`src/rtl/intc_pkg.sv`:
```
// Shared encodings and constants for the 68000 interrupt-acknowledge sequencer.
package intc_pkg;

    typedef enum logic [1:0] {
        ST_IDLE    = 2'd0,
        ST_SAMPLE  = 2'd1,
        ST_RESPOND = 2'd2
    } iack_state_e;

    typedef enum logic [1:0] {
        MODE_VECTOR   = 2'd0,
        MODE_AUTO     = 2'd1,
        MODE_SPURIOUS = 2'd2
    } iack_mode_e;

    // Levels 7..4 are edge-latched in the controller; level 3 is level-sensitive.
    localparam logic [7:0] CLR_MASK_DEFAULT = 8'hF0;

    localparam logic [2:0] IPL_NONE = 3'd0;
    localparam logic [2:0] IPL_1    = 3'd1;
    localparam logic [2:0] IPL_2    = 3'd2;
    localparam logic [2:0] IPL_3    = 3'd3;
    localparam logic [2:0] IPL_4    = 3'd4;
    localparam logic [2:0] IPL_5    = 3'd5;
    localparam logic [2:0] IPL_6    = 3'd6;
    localparam logic [2:0] IPL_7    = 3'd7;

    function automatic logic [7:0] level_bit(input logic [2:0] lvl);
        return 8'h01 << lvl;
    endfunction

endpackage

```
`src/rtl/iack_timeout_counter.sv`:
```
// Counts cycles spent holding an IACK response; flags the cycle on which the hold limit is reached.
module iack_timeout_counter #(
    parameter int unsigned TO_WIDTH       = 7,
    parameter int unsigned TIMEOUT_CYCLES = 64
) (
    input  logic clock,
    input  logic reset,
    input  logic clear,
    input  logic en,
    output logic expired_c
);

    localparam logic [TO_WIDTH-1:0] LAST = TO_WIDTH'(TIMEOUT_CYCLES - 1);

    logic [TO_WIDTH-1:0] count_q;
    logic [TO_WIDTH-1:0] count_d;

    // Saturates at the limit so a late release can never wrap the count.
    always_comb begin
        count_d = count_q;
        if (clear) begin
            count_d = '0;
        end else if (en && (count_q != LAST)) begin
            count_d = count_q + TO_WIDTH'(1);
        end
    end

    always_ff @(posedge clock) begin
        if (reset) begin
            count_q <= '0;
        end else begin
            count_q <= count_d;
        end
    end

    assign expired_c = en && !clear && (count_q == LAST);

endmodule

```
`src/rtl/interrupt_ack_sequencer.sv`:
```
// 68000 IACK sequencer: picks vectored/autovectored/spurious response and pulses pending clears.
// Optional spurious-IACK counter and its clear input are built when IACK_STATS_EN is defined.
module interrupt_ack_sequencer
    import intc_pkg::*;
#(
    parameter int unsigned TIMEOUT_CYCLES = 64,
    parameter logic [7:0]  CLR_MASK       = CLR_MASK_DEFAULT,
    parameter int unsigned TO_WIDTH       = 7
) (
    input  logic       clock,
    input  logic       reset,
`ifdef IACK_STATS_EN
    input  logic       stats_clr,
    output logic [7:0] spurious_count,
`endif
    input  logic       iack_req,
    input  logic [2:0] iack_level,
    input  logic [7:0] pending,
    input  logic [7:0] enable,
    input  logic [7:0] vector_base,
    input  logic [7:0] autovec_mask,
    output logic [7:0] vector_out,
    output logic       vector_oe,
    output logic       dtack_n,
    output logic       vpa_n,
    output logic       berr_n,
    output logic [7:0] pend_clr,
    output logic       busy,
    output logic       timeout_flag
);

    iack_state_e state_q, state_d;
    iack_mode_e  mode_q, mode_d;
    logic [2:0]  lvl_q, lvl_d;
    logic        valid_q, valid_d;
    logic        entry_q, entry_d;
    logic        armed_q, armed_d;

    logic [7:0]  vector_out_q, vector_out_d;
    logic        vector_oe_q, vector_oe_d;
    logic        dtack_n_q, dtack_n_d;
    logic        vpa_n_q, vpa_n_d;
    logic        berr_n_q, berr_n_d;
    logic [7:0]  pend_clr_q, pend_clr_d;
    logic        busy_q, busy_d;
    logic        timeout_flag_q, timeout_flag_d;

    logic        sample_valid;
    logic        resp_on;
    logic        to_clear;
    logic        to_en;
    logic        to_expired;
    logic        unused_vector_lsbs;

    assign unused_vector_lsbs = ^vector_base[2:0];

    assign to_clear = (state_q == ST_SAMPLE);
    assign to_en    = (state_q == ST_RESPOND);

    iack_timeout_counter #(
        .TO_WIDTH      (TO_WIDTH),
        .TIMEOUT_CYCLES(TIMEOUT_CYCLES)
    ) u_timeout (
        .clock    (clock),
        .reset    (reset),
        .clear    (to_clear),
        .en       (to_en),
        .expired_c(to_expired)
    );

    assign sample_valid = (lvl_q != IPL_NONE) && pending[lvl_q] && enable[lvl_q];

    // Strobes stay up only while the CPU holds IACK and the hold limit has not been hit.
    assign resp_on = (state_q == ST_RESPOND) && iack_req && !to_expired;

    always_comb begin
        state_d        = state_q;
        mode_d         = mode_q;
        lvl_d          = lvl_q;
        valid_d        = valid_q;
        entry_d        = 1'b0;
        armed_d        = armed_q;
        timeout_flag_d = timeout_flag_q;

        unique case (state_q)
            ST_IDLE: begin
                // A request must be seen low in IDLE before the next one is taken.
                if (!iack_req) begin
                    armed_d = 1'b1;
                end else if (armed_q) begin
                    state_d = ST_SAMPLE;
                    lvl_d   = iack_level;
                    armed_d = 1'b0;
                end
            end
            ST_SAMPLE: begin
                if (!iack_req) begin
                    state_d = ST_IDLE;
                end else begin
                    state_d = ST_RESPOND;
                    valid_d = sample_valid;
                    entry_d = 1'b1;
                    if (!sample_valid) begin
                        mode_d = MODE_SPURIOUS;
                    end else if (autovec_mask[lvl_q]) begin
                        mode_d = MODE_AUTO;
                    end else begin
                        mode_d = MODE_VECTOR;
                    end
                end
            end
            ST_RESPOND: begin
                armed_d = 1'b0;
                if (!iack_req) begin
                    state_d = ST_IDLE;
                end else if (to_expired) begin
                    state_d        = ST_IDLE;
                    timeout_flag_d = 1'b1;
                end
            end
            default: begin
                state_d = ST_IDLE;
            end
        endcase

        vector_out_d = 8'h00;
        vector_oe_d  = 1'b0;
        dtack_n_d    = 1'b1;
        vpa_n_d      = 1'b1;
        berr_n_d     = 1'b1;
        pend_clr_d   = 8'h00;
        if (resp_on) begin
            unique case (mode_q)
                MODE_VECTOR: begin
                    vector_out_d = {vector_base[7:3], lvl_q};
                    vector_oe_d  = 1'b1;
                    dtack_n_d    = 1'b0;
                end
                MODE_AUTO:     vpa_n_d  = 1'b0;
                MODE_SPURIOUS: berr_n_d = 1'b0;
                default:       ;
            endcase
            if (entry_q && valid_q) begin
                pend_clr_d = level_bit(lvl_q) & CLR_MASK;
            end
        end

        busy_d = (state_d != ST_IDLE);
    end

    always_ff @(posedge clock) begin
        if (reset) begin
            state_q        <= ST_IDLE;
            mode_q         <= MODE_VECTOR;
            lvl_q          <= IPL_NONE;
            valid_q        <= 1'b0;
            entry_q        <= 1'b0;
            armed_q        <= 1'b0;
            vector_out_q   <= 8'h00;
            vector_oe_q    <= 1'b0;
            dtack_n_q      <= 1'b1;
            vpa_n_q        <= 1'b1;
            berr_n_q       <= 1'b1;
            pend_clr_q     <= 8'h00;
            busy_q         <= 1'b0;
            timeout_flag_q <= 1'b0;
        end else begin
            state_q        <= state_d;
            mode_q         <= mode_d;
            lvl_q          <= lvl_d;
            valid_q        <= valid_d;
            entry_q        <= entry_d;
            armed_q        <= armed_d;
            vector_out_q   <= vector_out_d;
            vector_oe_q    <= vector_oe_d;
            dtack_n_q      <= dtack_n_d;
            vpa_n_q        <= vpa_n_d;
            berr_n_q       <= berr_n_d;
            pend_clr_q     <= pend_clr_d;
            busy_q         <= busy_d;
            timeout_flag_q <= timeout_flag_d;
        end
    end

    assign vector_out   = vector_out_q;
    assign vector_oe    = vector_oe_q;
    assign dtack_n      = dtack_n_q;
    assign vpa_n        = vpa_n_q;
    assign berr_n       = berr_n_q;
    assign pend_clr     = pend_clr_q;
    assign busy         = busy_q;
    assign timeout_flag = timeout_flag_q;

`ifdef IACK_STATS_EN
    logic [7:0] spurious_count_q, spurious_count_d;

    // Clear beats a same-cycle increment; the count saturates rather than wrapping.
    always_comb begin
        spurious_count_d = spurious_count_q;
        if (stats_clr) begin
            spurious_count_d = 8'h00;
        end else if ((state_q == ST_SAMPLE) && iack_req && !sample_valid
                     && (spurious_count_q != 8'hFF)) begin
            spurious_count_d = spurious_count_q + 8'h01;
        end
    end

    always_ff @(posedge clock) begin
        if (reset) begin
            spurious_count_q <= 8'h00;
        end else begin
            spurious_count_q <= spurious_count_d;
        end
    end

    assign spurious_count = spurious_count_q;
`endif

endmodule

```
`config.mk`:
```
export PLATFORM = sky130hd
export DESIGN_NAME = interrupt_ack_sequencer
export DESIGN_NICKNAME = d
export VERILOG_FILES = /design/src/rtl/intc_pkg.sv /design/src/rtl/iack_timeout_counter.sv /design/src/rtl/interrupt_ack_sequencer.sv
export SDC_FILE = /design/constraint.sdc
export NUM_CORES = 1
export LEC_CHECK = 0
export CORE_MARGIN = 5
export CORE_UTILIZATION = 31
export CTS_BUF_LIST = sky130_fd_sc_hd__clkbuf_8 sky130_fd_sc_hd__clkbuf_16
export CTS_CLUSTER_SIZE = 20
export DETAILED_ROUTE_END_ITERATION = 8
export PLACE_DENSITY = 0.63
export SLEW_MARGIN = 20
export SYNTH_ARGS = -nofsm -noshare
export SYNTH_HDL_FRONTEND = slang
export SYNTH_SLANG_ARGS = --single-unit
export TNS_END_PERCENT = 5
```
`constraint.sdc`:
```
create_clock -name clock -period 3.5 [get_ports clock]
set_input_delay 0.35 -clock clock [delete_from_list [all_inputs] [get_ports clock]]
set_output_delay 0.35 -clock clock [all_outputs]
set_load 0.02 [all_outputs]
```
==> results of run 1 <==
-- worst max-delay path, stage by stage --
cell and delay, ns:
clkdlybuf4s50_1 0.60, nand2b_1 0.32, a311oi_1 0.47, nand4_1 0.25, nor3b_1 0.22
-- Yosys cell counts, drive strengths merged --
library cell,number
clkbuf,4
conb,1
a311o,1
and4,1
and2,9
and4b,1
nand4b,2
o21ai,2
o31ai,2
nand2,6
nor4,1
nor4bb,1
nand3b,3
nor3b,1
nand4,1
ha,1
nor3,4
nand2b,4
a41oi,1
inv,4
a31oi,1
o2111ai,2
a21oi,7
dfxtp,35
a311oi,1
mux2i,5
mux4,2
buf,6
o211ai,1
nand3,5
and2b,1
a31o,1
nor2,11
or3,3
or4,1
xor2,2
nor2b,1
-- registers in the layout (all words and copies together) (netlist names) --
signal,flops
vpa_n,1
dtack_n,1
busy,1
berr_n,1
pend_clr,4
u_timeout.count_q,7
mode_q,2
entry_q,1
vector_out,8
armed_q,1
state_q,2
lvl_q,3
valid_q,1
timeout_flag,1
vector_oe,1
-- final cells by class --
class / count / area share
repair buffers: 50 / 0.250
inverters: 4 / 0.00750
clock inverters: 3 / 0.0219
well taps: 52 / 0.0325
multi-input cells: 89 / 0.303
flip-flops and latches: 35 / 0.350
clock buffers: 5 / 0.0344
-- power breakdown --
group | total, mW | internal [mW] | switching [mW]
registers | 0.407 | 0.402 | 0.00553
logic | 0.0627 | 0.0420 | 0.0207
clock network | 0.356 | 0.212 | 0.144
-- how the worst min path moves through the flow --
| stage | from | end | slack, ns | depth (start not counted) |
|---|---|---|---|---|
| 2_1_floorplan | mode_q[0] | vpa_n | 0.43 | 1 |
| 3_3_place_gp | valid_q | valid_q | 0.45 | 2 |
| 3_5_place_dp | mode_q[1] | berr_n | 0.46 | 1 |
| 4_1_cts | valid_q | valid_q | 0.47 | 2 |
| 5_1_grt | mode_q[1] | berr_n | 0.50 | 1 |
| 6_report | mode_q[0] | vpa_n | 0.47 | 1 |
-- layer usage --
| layer | up-vias | routed length (um) |
|---|---|---|
| met5 | - | 0 |
| met4 | 0 | 82 |
| met3 | 5 | 189 |
| met2 | 33 | 1540 |
| met1 | 506 | 1250 |
| li1 | 566 | - |
-- logic make-up (layout without fill, tap and decap cells) --
family                   Yosys count  after routing  share of synthesized area
other                              1              4                    0.00273
multiplexers                       7              7                     0.0693
adder cells (fa/ha/maj)            1              1                    0.00911
buffers and inverters             14             62                     0.0556
flip-flops                        35             35                      0.510
AND/OR/NAND/NOR                   56             56                      0.246
AO/OA/AOI/OAI                     19             19                     0.0939
XOR/XNOR                           2              2                     0.0128
-- per-stage QoR --
step           setup WS [ns]   util  total power, mW  hold slack (ns)
2_1_floorplan           1.78      -            0.442            0.432
3_3_place_gp            1.22  0.437            0.478            0.449
3_5_place_dp            1.18  0.437            0.480            0.459
4_1_cts                 1.48  0.463            0.839            0.472
5_1_grt                 1.31  0.463            0.857            0.497
6_report                1.50  0.463            0.826            0.468
-- cells in the final DEF (no fill, tap or decap), types with 2 or more instances in the layout --
cell and instances:
a21oi_1 7, and2_1 9, clkbuf_8 5, clkdlybuf4s50_1 50, conb_1 4, dfxtp_1 35, inv_1 4, mux2i_1 5
mux4_2 2, nand2_1 6, nand2b_1 4, nand3_1 5, nand3b_1 3, nand4b_1 2, nor2_1 11, nor3_1 4
o2111ai_1 2, o21ai_0 2, o31ai_1 2, or3_1 2, xor2_1 2
==> metrics.cfg, run 1 <==
[timing]
rsz0062_at_grt=false
setup_viol=0
relSlewSlack=0.376
fmax_ghz=0.501
worstMarginPinSlew_ns=0.924
setup_tns_ns=0
fin_worst_skew_ns=0.00455
slew_violations=0
period_needed_ns=2.00
post-route-period-util=0.570
hold_viol_final=0

[setup_path]
cp_max_fo=12
crit_end=pend_clr[5]
cp-end-kind=flip-flop
reg2reg_to=u_timeout.count_q[5]
crit_start=reset
worstSetupPathType=primary input to flip-flop
r2r_cells=5
rr_startpoint=u_timeout.count_q[0]
crit_required_ns=3.71
cp.arrival_ns=2.21
ff2ff_setup_slack_ns=1.67
cp-start-kind=primary input

[logic_synthesis]
synth_warnings=0
synthCells=135
synth_area_leader_cell=dfxtp_1
synth_seq_cells=35
yosysUniqueCellTypes=40
synth_area_mm2=0.00137
yosysSeqAreaShare=0.510
synthTopCellsByArea=dfxtp_1 51%, and2_1 4.1%, mux2i_1 3.6%
avgSynthCellArea_um2=10.2
synth_top_area_frac=0.510

[power_and_ir_drop]
leakagePower_nw=0.712
ir_worst_vdd_mv=0.192
p_per_area_mw_per_mm2=413

[final_layout]
fillers=419
final_area_mm2=0.00200
regArea_um2=701
layoutNonFillerInstCount=238
multi_input_area_um2=607
diodes=0
areaGrowthSynthToFinish_pct=45.8
drive_gt1_frac=0.0753
nNetsFinal=224

[placement]
place_congestion=0.778
hpwl_mm=2.40
place_area_mm2=0.00189
portBuffers=50
post-place-cells=230

[grt]
grt_pass1_wl_mm=5.06
use_met3=0.0390
grt_usage=0.107
grt-busiest-layer=met2
met1_usage=0.114
grt_pass1_vias=1146
antenna_found_initial=0
overflow=0
met2_usage=0.181
grt_max_degree=16

[clock_tree]
cts_buffers=5
postCtsSetupBuffers=0
ctsRootBufferMaster=clkbuf_8
cts_resized=0
hold_buffers=0
clock-sinks=35
path_clk_slew_ns=0.07
clock_latency_ns=0.29
cts_tree=done
htree_levels=2
cts_buffer_depth=2

[die]
dieHeight_um=76.5
die-width_um=76.5
rows=24
boundaryPins=60
initial_core_util=0.317
fp.coreArea_mm2=0.00432
dieArea_mm2=0.00586

[detailed_routing]
drt-pass1-iter-count=2
wire_per_inst_um=12.9
viasPerCell=4.66
drt_wl_total_mm=3.06
ant_nets=0
drc=0
drtIter0Drc=28
vias=1110

[run_status]
status=finished, final reports clean

[hold_path]
hold_path.class=flip-flop to flip-flop

[run]
maxCapViolCount=0

Note: power is estimated with default switching activity, not from simulation.
==> run 2: changes to the inputs <==
Clock period 3.5 ns to 2.1 ns, I/O delays scaled along.
==> run 2 against run 1 <==
Compared with the run above:
- total power up 57%
- non-clock buffer count up 5
- sequential cell count unchanged
- sequential share of layout area down 0.43 points
- final area up 1.3%
- via count up 2.3%
- critical endpoint is now vector_out[3]
- largest power group unchanged
==> metrics.cfg, run 2 (synthesized netlist as in run 1, its figures left out) <==
[run_status]
status=finished, final reports clean

[clock_tree]
cts_tree=done
cts_buffers=5
hold_buffers=0
htree_levels=2
cts_buffer_depth=2
path_clk_slew_ns=0.06
ctsRootBufferMaster=clkbuf_8
postCtsSetupBuffers=0
clock_latency_ns=0.28
cts_resized=0
clock-sinks=35

[grt]
grt_usage=0.107
overflow=0
grt_pass1_wl_mm=5.03
antenna_found_initial=0
grt_pass1_vias=1113
grt_max_degree=16

[timing]
fin_worst_skew_ns=0.00347
rsz0062_at_grt=false
setup_tns_ns=0
hold_viol_final=0
fmax_ghz=0.547
setup_viol=0
post-route-period-util=0.871
slew_violations=0
period_needed_ns=1.83

[setup_path]
crit_path_top_delay_cell=nor4_4
crit_start=u_timeout.count_q[0]
cp.arrival_ns=2.05
reg2reg_to=vector_out[3]
ff2ff_setup_slack_ns=0.27
crit_required_ns=2.32
cp-end-kind=flip-flop
r2r_cells=5
crit_end=vector_out[3]
cp-start-kind=flip-flop
worstSetupPathType=flip-flop to flip-flop
worstPathCellList=ha_1 -> and4_4 -> a31o_1 -> nor4_4 -> and2_1
rr_startpoint=u_timeout.count_q[0]
max_stage_delay_ns=0.46
cp_max_fo=10

[detailed_routing]
viasPerCell=4.67
drtIter0Drc=45
wl_met3_um=192
wire_per_inst_um=12.5
drc=0
top_layer=met4
drt-pass1-iter-count=3
drt_wl_total_mm=3.04
vias=1136
routed-wl-met2_mm=1.51
wirelength_met1_mm=1.25
ant_nets=0

[die]
fp.coreArea_mm2=0.00432
boundaryPins=60
rows=24
die-width_um=76.5
dieArea_mm2=0.00586
dieHeight_um=76.5
initial_core_util=0.317

[run]
maxCapViolCount=0

[final_layout]
layoutNonFillerInstCount=243
nNetsFinal=229
areaGrowthSynthToFinish_pct=47.6
final_cell_mix=50 x clkdlybuf4s50_1, 35 x dfxtp_1, 11 x nor2_1, 9 x and2_1
diodes=0
drive_gt1_frac=0.0942
final_common_cell=clkdlybuf4s50_1
largest_reg_flops=8

[placement]
portBuffers=50
place_congestion=0.744
hpwl_mm=2.43
post-place-cells=235

[power_and_ir_drop]
leakagePower_nw=0.734
p_per_area_mw_per_mm2=642
ir_worst_vdd_mv=0.249

[hold_path]
hold_path.class=flip-flop to flip-flop

## run 2: cell types whose count changed in the layout (fill, tap and decap cells not counted)
cell	before	now
bufinv_16	1	0
buf_4	0	5
clkinv_4	1	0
inv_1	4	5
clkbuf_8	5	7
clkinv_2	1	0
## run 2: cell type report
| cell class | count | area, um2 |
|---|---|---|
| multi-input combinational | 89 | 607 |
| fill | 424 | 2300 |
| inverter | 4 | 15.0 |
| sequential | 35 | 701 |
| tap | 52 | 65.1 |
| clock buffer | 7 | 96.3 |
| clock inverter | 1 | 3.75 |
| timing repair buffer | 55 | 538 |
## run 2: worst max-delay path: cells and delay by family, from the launching register on
kind | cells | cell delay, ns
AND/OR/NAND/NOR | 3 | 0.87
adder cells (fa/ha/maj) | 1 | 0.23
AO/OA/AOI/OAI | 1 | 0.33
flip-flops | 1 | 0.34
## run 2: per-layer routing
layer | vias up | track usage
met3 | 8 | 0.0461
met4 | 0 | 0.0629
met5 | - | 0
li1 | 574 | -
met1 | 520 | 0.114
met2 | 34 | 0.176
## run 2: worst min-delay path by stage
stage               endpoint           start  cells past startpoint
2_1_floorplan  vector_out[3]  vector_base[3]                      1
3_3_place_gp         valid_q         valid_q                      2
3_5_place_dp    timeout_flag    timeout_flag                      2
4_1_cts              valid_q         valid_q                      2
5_1_grt              valid_q         valid_q                      2
6_report             valid_q         valid_q                      2
## run 2: report_power, final
part           switching [mW]  internal, mW
Clock                   0.218         0.294
Sequential            0.00907         0.670
Combinational          0.0349        0.0746
## run 2: metrics by stage
stage / power, mW / utilization / worst slack [ns] / instance area, um2 / hold slack, ns
2_1_floorplan: 0.736 / - / 0.381 / 1380 / 0.332
3_3_place_gp: 0.803 / 0.445 / 0.324 / 1930 / 0.448
3_5_place_dp: 0.804 / 0.445 / 0.253 / 1930 / 0.453
4_1_cts: 1.32 / 0.468 / 0.235 / 2030 / 0.466
5_1_grt: 1.37 / 0.468 / 0.136 / 2030 / 0.486
6_report: 1.30 / 0.468 / 0.271 / 2030 / 0.463
==> run 3: changes to the inputs <==
Settings changed: MAX_ROUTING_LAYER set to met4.
==> run 3 against run 2 <==
Compared with the run above:
- global-route usage rose by 0.30 points
- largest cell class unchanged
- die area is the same
- non-clock buffer count did not move
- count of clock-buffer cells in the layout is the same
- highest routed layer unchanged
- final area unchanged
- combinational power barely moved
- via count increased by 0.35%
- sequential power about the same
- critical endpoint unchanged
- utilization is the same
==> metrics.cfg, run 3 (synthesized netlist as in run 1, its figures left out) <==
[run_status]
status=finished, final reports clean

[clock_tree]
clock-sinks=35
htree_levels=2
path_clk_slew_ns=0.06
hold_buffers=0
cts_buffer_depth=2
cts_resized=0
ctsRootBufferMaster=clkbuf_8
postCtsSetupBuffers=0
cts_buffers=5
cts_tree=done
clock_latency_ns=0.28

[timing]
hold_slack_ns=0.463
hold_viol_final=0
setup_tns_ns=0
fin_worst_skew_ns=0.00348
setup_viol=0
post-route-period-util=0.872
slew_violations=0
rsz0062_at_grt=false
period_needed_ns=1.83
fmax_ghz=0.546

[power_and_ir_drop]
power.total_mw=1.30
ir_worst_vdd_mv=0.249
leakagePower_nw=0.734
p_per_area_mw_per_mm2=642

[grt]
met2_usage=0.176
grt-busiest-layer=met2
grt_usage=0.110
overflow=0
use_met3=0.0461
grt_max_degree=16
grt_pass1_vias=1113
grt_pass1_wl_mm=5.03
antenna_found_initial=0
met1_usage=0.114

[final_layout]
drive_gt1_frac=0.0942
multi_input_area_um2=607
largest_reg_flops=8
final_common_cell=clkdlybuf4s50_1
regArea_um2=701
fillers=424
final_cell_mix=50 x clkdlybuf4s50_1, 35 x dfxtp_1, 11 x nor2_1, 9 x and2_1
areaGrowthSynthToFinish_pct=47.6
layoutNonFillerInstCount=243
nNetsFinal=229
diodes=0

[detailed_routing]
drt-pass1-iter-count=4
drt_wl_total_mm=3.04
drc=0
wire_per_inst_um=12.5
vias=1140
viasPerCell=4.69
drtIter0Drc=52
ant_nets=0

[hold_path]
hold_path.class=flip-flop to flip-flop
hold_depth=2

[run]
maxCapViolCount=0

[placement]
portBuffers=50
hpwl_mm=2.43
post-place-cells=235
place_congestion=0.753

[die]
dieArea_mm2=0.00586
rows=24
dieHeight_um=76.5
fp.coreArea_mm2=0.00432
initial_core_util=0.317
die-width_um=76.5
boundaryPins=60

[setup_path]
cp-start-kind=flip-flop
cp.arrival_ns=2.05
cp-end-kind=flip-flop
max_stage_delay_ns=0.46
cp_max_fo=10
r2r_cells=5
crit_path_top_delay_cell=nor4_4
worstPathCellList=ha_1 -> and4_4 -> a31o_1 -> nor4_4 -> and2_1
worstSetupPathType=flip-flop to flip-flop
crit_required_ns=2.32

[run 3: cell counts in the layout (fill, tap and decap cells not counted)]
No cell type changed its count.
[run 3: routing by layer]
metal  vias up  wire length [um]
met2        34              1510
met4         0                84
li1        575                 -
met1       523              1260
met5         -                 0
met3         8               192
[run 3: layout make-up]
class | instances | share of cell area
clock inverter | 1 | 0.00185
tap | 52 | 0.0321
clock buffer | 7 | 0.0476
inverter | 4 | 0.00741
multi-input combinational | 89 | 0.300
timing repair buffer | 55 | 0.266
sequential | 35 | 0.346
[run 3: final timing paths]
kind,start,to,slack [ns]
min,valid_q,valid_q,0.46
min reg2reg,valid_q,valid_q,0.46
max reg2reg,u_timeout.count_q[0],vector_out[3],0.27
max,u_timeout.count_q[0],vector_out[3],0.27
[run 3: where the power goes]
group | switching, mW | leakage, nW | internal, mW | total, mW
combinational | 0.0350 | 0.396 | 0.0746 | 0.110
clock | 0.218 | 0.0557 | 0.294 | 0.512
sequential | 0.00907 | 0.283 | 0.670 | 0.679
[run 3: metrics by stage]
step           area [um2]  utilization  setup WS [ns]
6_report             2030        0.468          0.268
3_3_place_gp         1930        0.445          0.324
4_1_cts              2030        0.468          0.235
5_1_grt              2030        0.468          0.136
2_1_floorplan        1380            -          0.381
3_5_place_dp         1930        0.445          0.253
[run 3: critical path, delay by kind of cell (launching register included)]
| family | cells | cell delay [ns] |
|---|---|---|
| AO/OA/AOI/OAI | 1 | 0.34 |
| adder cells (fa/ha/maj) | 1 | 0.23 |
| flip-flops | 1 | 0.33 |
| AND/OR/NAND/NOR | 3 | 0.87 |
